File: src/rtl/npc_predict.sv
// -----------------------------------------------------------------------------
// npc_predict: next-PC generator for the pipelined CPU fetch stage.
//
// Holds the fetch PC register and predicts the next fetch address from a
// direct-mapped branch target buffer (BTB) of 2-bit saturating counters.
// EX feeds back the resolved outcome of each control-flow instruction. A
// mispredict redirects fetch and asks IF/ID and ID/EX to flush.
//
// Optional feature macro: NPC_BTB_EN
//   defined   : BTB storage, lookup and training are built.
//   undefined : no BTB storage; static not-taken prediction (pc_o + 4). Every
//               taken branch or jump then redirects from EX.
//
// Ports:
//   clk, rstn          clock (rising edge), asynchronous active-low reset
//   pc_write           1 = PC may advance, 0 = hold (load-use stall)
//   ex_valid           EX holds a valid control-flow instruction
//   ex_is_branch       EX instruction is a conditional branch
//   ex_is_jump         EX instruction is JAL/JALR (wins if both are set)
//   ex_pc              PC of the EX instruction
//   ex_taken           resolved direction
//   ex_target          resolved target
//   ex_pred_taken      prediction carried down the pipe with the instruction
//   ex_pred_target     predicted target carried with the instruction
//   pc_o               current fetch PC
//   pred_taken_o       prediction for pc_o
//   pred_target_o      predicted target for pc_o (pc_o + 4 on a BTB miss)
//   redirect_o         mispredict detected this cycle; flush IF/ID and ID/EX
//   redirect_pc_o      correct PC to fetch on a redirect
// -----------------------------------------------------------------------------
module npc_predict #(
  parameter int              XLEN      = 32,
  parameter int              BTB_IDX_W = 4,
  parameter logic [XLEN-1:0] RESET_PC  = 32'h0000_0000
) (
  input  logic            clk,
  input  logic            rstn,
  input  logic            pc_write,
  input  logic            ex_valid,
  input  logic            ex_is_branch,
  input  logic            ex_is_jump,
  input  logic [XLEN-1:0] ex_pc,
  input  logic            ex_taken,
  input  logic [XLEN-1:0] ex_target,
  input  logic            ex_pred_taken,
  input  logic [XLEN-1:0] ex_pred_target,
  output logic [XLEN-1:0] pc_o,
  output logic            pred_taken_o,
  output logic [XLEN-1:0] pred_target_o,
  output logic            redirect_o,
  output logic [XLEN-1:0] redirect_pc_o
);

  logic [XLEN-1:0] pc_q;
  logic [XLEN-1:0] pc_d;
  logic [XLEN-1:0] pc_plus4;
  logic            pred_taken;
  logic [XLEN-1:0] pred_target;
  logic            ex_cf;
  logic            mispredict;
  logic [XLEN-1:0] redirect_pc;

  // Sequential fall-through; wraps modulo 2**XLEN.
  assign pc_plus4 = pc_q + XLEN'(4);

  // Mispredict detection and the corrected fetch address.
  always_comb begin
    ex_cf       = ex_valid & (ex_is_branch | ex_is_jump);
    mispredict  = ex_cf & ((ex_taken != ex_pred_taken) |
                           (ex_taken & (ex_target != ex_pred_target)));
    redirect_pc = ex_taken ? ex_target : (ex_pc + XLEN'(4));
  end

  // Next PC: a redirect beats a stall, since the stalled fetch is on the
  // wrong path and must be discarded.
  always_comb begin
    pc_d = pc_q;
    if (mispredict) begin
      pc_d = redirect_pc;
    end else if (pc_write) begin
      pc_d = pred_taken ? pred_target : pc_plus4;
    end
  end

  always_ff @(posedge clk or negedge rstn) begin
    if (!rstn) begin
      pc_q <= RESET_PC;
    end else begin
      pc_q <= pc_d;
    end
  end

`ifdef NPC_BTB_EN
  localparam int ENTRIES = 1 << BTB_IDX_W;
  localparam int TAG_W   = XLEN - BTB_IDX_W - 2;

  function automatic logic [1:0] sat_inc(input logic [1:0] c);
    return (c == 2'b11) ? 2'b11 : c + 2'b01;
  endfunction

  function automatic logic [1:0] sat_dec(input logic [1:0] c);
    return (c == 2'b00) ? 2'b00 : c - 2'b01;
  endfunction

  logic [ENTRIES-1:0] valid_q;
  logic [ENTRIES-1:0] valid_d;
  logic [1:0]         ctr_q [ENTRIES];
  logic [1:0]         ctr_d [ENTRIES];
  logic [TAG_W-1:0]   tag_q [ENTRIES];
  logic [XLEN-1:0]    tgt_q [ENTRIES];

  logic [BTB_IDX_W-1:0] rd_idx;
  logic [TAG_W-1:0]     rd_tag;
  logic                 rd_hit;
  logic [BTB_IDX_W-1:0] wr_idx;
  logic [TAG_W-1:0]     wr_tag;
  logic                 wr_hit;

  // Lookup on the fetch PC; reads pre-update contents when EX trains the
  // same entry in this cycle.
  always_comb begin
    rd_idx      = pc_q[BTB_IDX_W+1:2];
    rd_tag      = pc_q[XLEN-1:BTB_IDX_W+2];
    rd_hit      = valid_q[rd_idx] & (tag_q[rd_idx] == rd_tag);
    pred_taken  = rd_hit & ctr_q[rd_idx][1];
    pred_target = rd_hit ? tgt_q[rd_idx] : pc_plus4;
  end

  // Training from EX; independent of pc_write. Jumps allocate strongly
  // taken, branches weakly taken.
  always_comb begin
    wr_idx  = ex_pc[BTB_IDX_W+1:2];
    wr_tag  = ex_pc[XLEN-1:BTB_IDX_W+2];
    wr_hit  = valid_q[wr_idx] & (tag_q[wr_idx] == wr_tag);
    valid_d = valid_q;
    ctr_d   = ctr_q;
    if (ex_cf) begin
      if (wr_hit) begin
        ctr_d[wr_idx] = ex_taken ? sat_inc(ctr_q[wr_idx]) : sat_dec(ctr_q[wr_idx]);
      end else if (ex_taken) begin
        valid_d[wr_idx] = 1'b1;
        ctr_d[wr_idx]   = ex_is_jump ? 2'b11 : 2'b10;
      end
    end
  end

  always_ff @(posedge clk or negedge rstn) begin
    if (!rstn) begin
      valid_q <= '0;
      for (int i = 0; i < ENTRIES; i++) begin
        ctr_q[i] <= 2'b01;
      end
    end else begin
      valid_q <= valid_d;
      ctr_q   <= ctr_d;
    end
  end

  // Tag/target storage is qualified by valid_q, so it needs no reset. On a
  // taken hit the tag rewrite is a no-op and only the target changes.
  always_ff @(posedge clk) begin
    if (ex_cf & ex_taken) begin
      tag_q[wr_idx] <= wr_tag;
      tgt_q[wr_idx] <= ex_target;
    end
  end
`else
  // Static not-taken: always fall through.
  always_comb begin
    pred_taken  = 1'b0;
    pred_target = pc_plus4;
  end
`endif

  assign pc_o          = pc_q;
  assign pred_taken_o  = pred_taken;
  assign pred_target_o = pred_target;
  assign redirect_o    = mispredict;
  assign redirect_pc_o = redirect_pc;

endmodule

File: config.mk
export PLATFORM = sky130hd
export DESIGN_NAME = npc_predict
export DESIGN_NICKNAME = d
export VERILOG_FILES = /design/src/rtl/npc_predict.sv
export SDC_FILE = /design/constraint.sdc
export NUM_CORES = 1
export LEC_CHECK = 0
export ABC_AREA = 1
export CORE_MARGIN = 3
export CORE_UTILIZATION = 42
export DETAILED_ROUTE_END_ITERATION = 8
export GPL_TIMING_DRIVEN = 0
export PLACE_DENSITY_LB_ADDON = 0.08
export SLEW_MARGIN = 20
export SYNTH_ARGS = -nofsm -noshare
export SYNTH_HDL_FRONTEND = slang
export SYNTH_SLANG_ARGS = --single-unit
File: constraint.sdc
create_clock -name clk -period 2.1 [get_ports clk]
set_input_delay 0.21 -clock clk [delete_from_list [all_inputs] [get_ports clk]]
set_output_delay 0.21 -clock clk [all_outputs]
set_load 0.02 [all_outputs]
==> impl_metrics.ini <==
[clocking]
cts_max_path_buffers = 2
clockRootBuffer = clkbuf_8
clock-sinks = 32
clock_latency_ns = 0.29
cts_htree_levels = 2
hold_buffers = 0
cts_tree = done
numCtsBuffers = 5
cts.clk_slew.worst_paths_ns = 0.07

[die]
die-height_um = 106
dieWidth_um = 106
start_util_pct = 44.3
fp.dieArea_mm2 = 0.0113
core_area_mm2 = 0.00950
rows = 35
ios = 202

[routing]
drtAntennaViolNets = 0
dr.first_iter.drc_count = 387
viasPerCell = 5.33
vias = 5988
drc = 0
dr.pass1.iters = 5
wire_per_inst_um = 16.7
postRouteWirelength_mm = 18.8

[global_route]
met1_usage_pct = 39.3
grt_max_degree = 33
gr-usage-all-layers_pct = 31.9
grt-busiest-layer = met2
grt_use_met2_pct = 57.7
antenna_found_initial = 0
grt_pass1_wl_mm = 28.8
grt_overflow = 0
grt.met3_usage_pct = 3.52
grt_pass1_vias = 5708

[power_and_ir_drop]
power_uw = 3690
power_density_mw_per_mm2 = 518
leakage_uw = 0.00349
ir_drop_v = 0.000385

[synth]
synth_top_area_share_pct = 23.0
yosysWarnings = 0
syn_nets = 858
syn_area_per_cell_um2 = 5.60
synthArstFlopShare_pct = 100
synth_flop_cell = dfrtp_1
syn_area_mm2 = 0.00421
synth_edf_count = 0
syn_inst = 752
ys_top_cells_by_area = nand2_1, dfrtp_1, nand3_1
synth_cell_type_count = 33
ys_ff_latch = 32
ys_seq_area_share_pct = 19.0
synth_top_area_cell = nand2_1

[sta]
grt_setup_unrepaired = yes
finalSetupTns_ns = 0
holdWs_ns = -0.0246
fin_crit_sh_pct = 99.9
final_hold_viol_count = 32
worst_slew_pin_slew_ns = 0.736
setup_slack_ns = 0.00128
finalSetupViolCount = 0
clock_skew_ns = 0.00229
slew_viol_final = 0
relSlewSlack_pct = 50.9
max_clock_freq_ghz = 0.476
period_needed_ns = 2.10

[job]
drv_cap = 0

[finish]
final_cell_mix = nand2_1, nand3_1, clkdlybuf4s50_1, inv_1, nor2_1
diodes = 0
largest_reg_flops = 32
drive_above_1_share_pct = 23.6
nNetsFinal = 1101
final_common_cell = nand2_1
area_growth_pct = 69.0

[placement]
dp_hpwl_mm = 14.9
place.gp.congestion = 0.983
pre_cts_ws_ns = -0.847
io_buffers = 198

[setup_path]
critPathLaunchType = flop
cp-end-kind = output port
critPathMaxFanout = 4
timing_worst_setup_path_type = flop to output port
arrival_ns = 1.89
required_ns = 1.89

[worst_hold_path]
min_path_type = primary input to asynchronous set/reset pin

[status]
status = finished, violations left
violations = negative hold slack
## worst paths after layout
path / startpoint / to / slack, ns / cells past startpoint
worst max-delay path: pc_o[2] / pred_target_o[24] / 0.001 / 9
worst min-delay path: rstn / pc_o[14] / -0.02 / 1
worst max register to register: pc_o[4] / pc_o[16] / 0.29 / 11
worst min register to register: pc_o[1] / pc_o[1] / 0.52 / 2
max in group asynchronous: rstn / pc_o[22] / 1.60 / 1
min in group clk: pc_write / pc_o[19] / 0.33 / 3
## where the power goes
part / switching, µW / total, µW / leakage (µW) / internal [µW]
clock network: 237 / 529 / 0.0000503 / 292
registers: 179 / 914 / 0.000388 / 736
logic: 1240 / 2240 / 0.00305 / 999
total: 1660 / 3690 / 0.00349 / 2030
## cell families (layout without fill, tap and decap cells)
family / count (synthesis) / in the layout / share of synthesized area, %
AND/OR/NAND/NOR: 511 / 511 / 53.8
buffers and inverters: 122 / 365 / 11.8
XOR/XNOR: 43 / 43 / 9.29
AO/OA/AOI/OAI: 41 / 41 / 5.37
flip-flops: 32 / 32 / 19.0
adder cells (fa/ha/maj): 2 / 2 / 0.594
other: 1 / 1 / 0.0890
## metal layers
layer | share of wire (%) | wire length, µm | vias to the layer above
li1 | - | - | 2856
met3 | 7.7 | 1440 | 38
met2 | 51 | 9620 | 332
met1 | 38 | 7210 | 2762
met4 | 2.7 | 503 | 0
met5 | 0 | 0 | -
## what timing repair did
action                     in CTS  in global routing
gates resized for setup       266                110
setup buffers                  28                 11
pin swaps                      26                 26
setup endpoints to repair      56                 55
## per-stage QoR
step	cell area, µm²	hold slack [ns]	utilization, %	instances
4_1_cts	6890	0.0167	72.5	1113
6_report	7120	-0.0246	74.9	1124
2_1_floorplan	4210	-0.0856	-	752
5_1_grt	7120	0.0307	74.9	1124
3_3_place_gp	6360	0.497	66.9	1079
3_5_place_dp	6350	0.320	66.8	1079
## worst max-delay path, stage by stage, from the launching register on
cell	delay (ns)
dfrtp_2	0.44
buf_6	0.12
ha_4	0.15
nand3_4	0.13
nor2_4	0.14
nand4_1	0.18
nor2_1	0.16
nand2_1	0.08
nand2_2	0.08
buf_6	0.11
## Yosys cell counts (all sizes together) (2+ instances only)
master,number
xnor2,20
nand2,264
clkbuf,13
ha,2
nor2,92
o21ai,31
nand3,123
dfrtp,32
buf,14
nand3b,11
nand4,7
xor2,23
nor3,14
inv,95
a21oi,3
a31oi,3
## area by class of cell
class / count / area (µm²)
plain buffers: 26 / 140
well taps: 129 / 161
repair buffers: 237 / 2190
clock buffers: 7 / 96.3
inverters: 95 / 359
fillers: 798 / 2380
multi-input cells: 598 / 3360
flip-flops and latches: 32 / 815
Power figures use the tool's default switching activity.
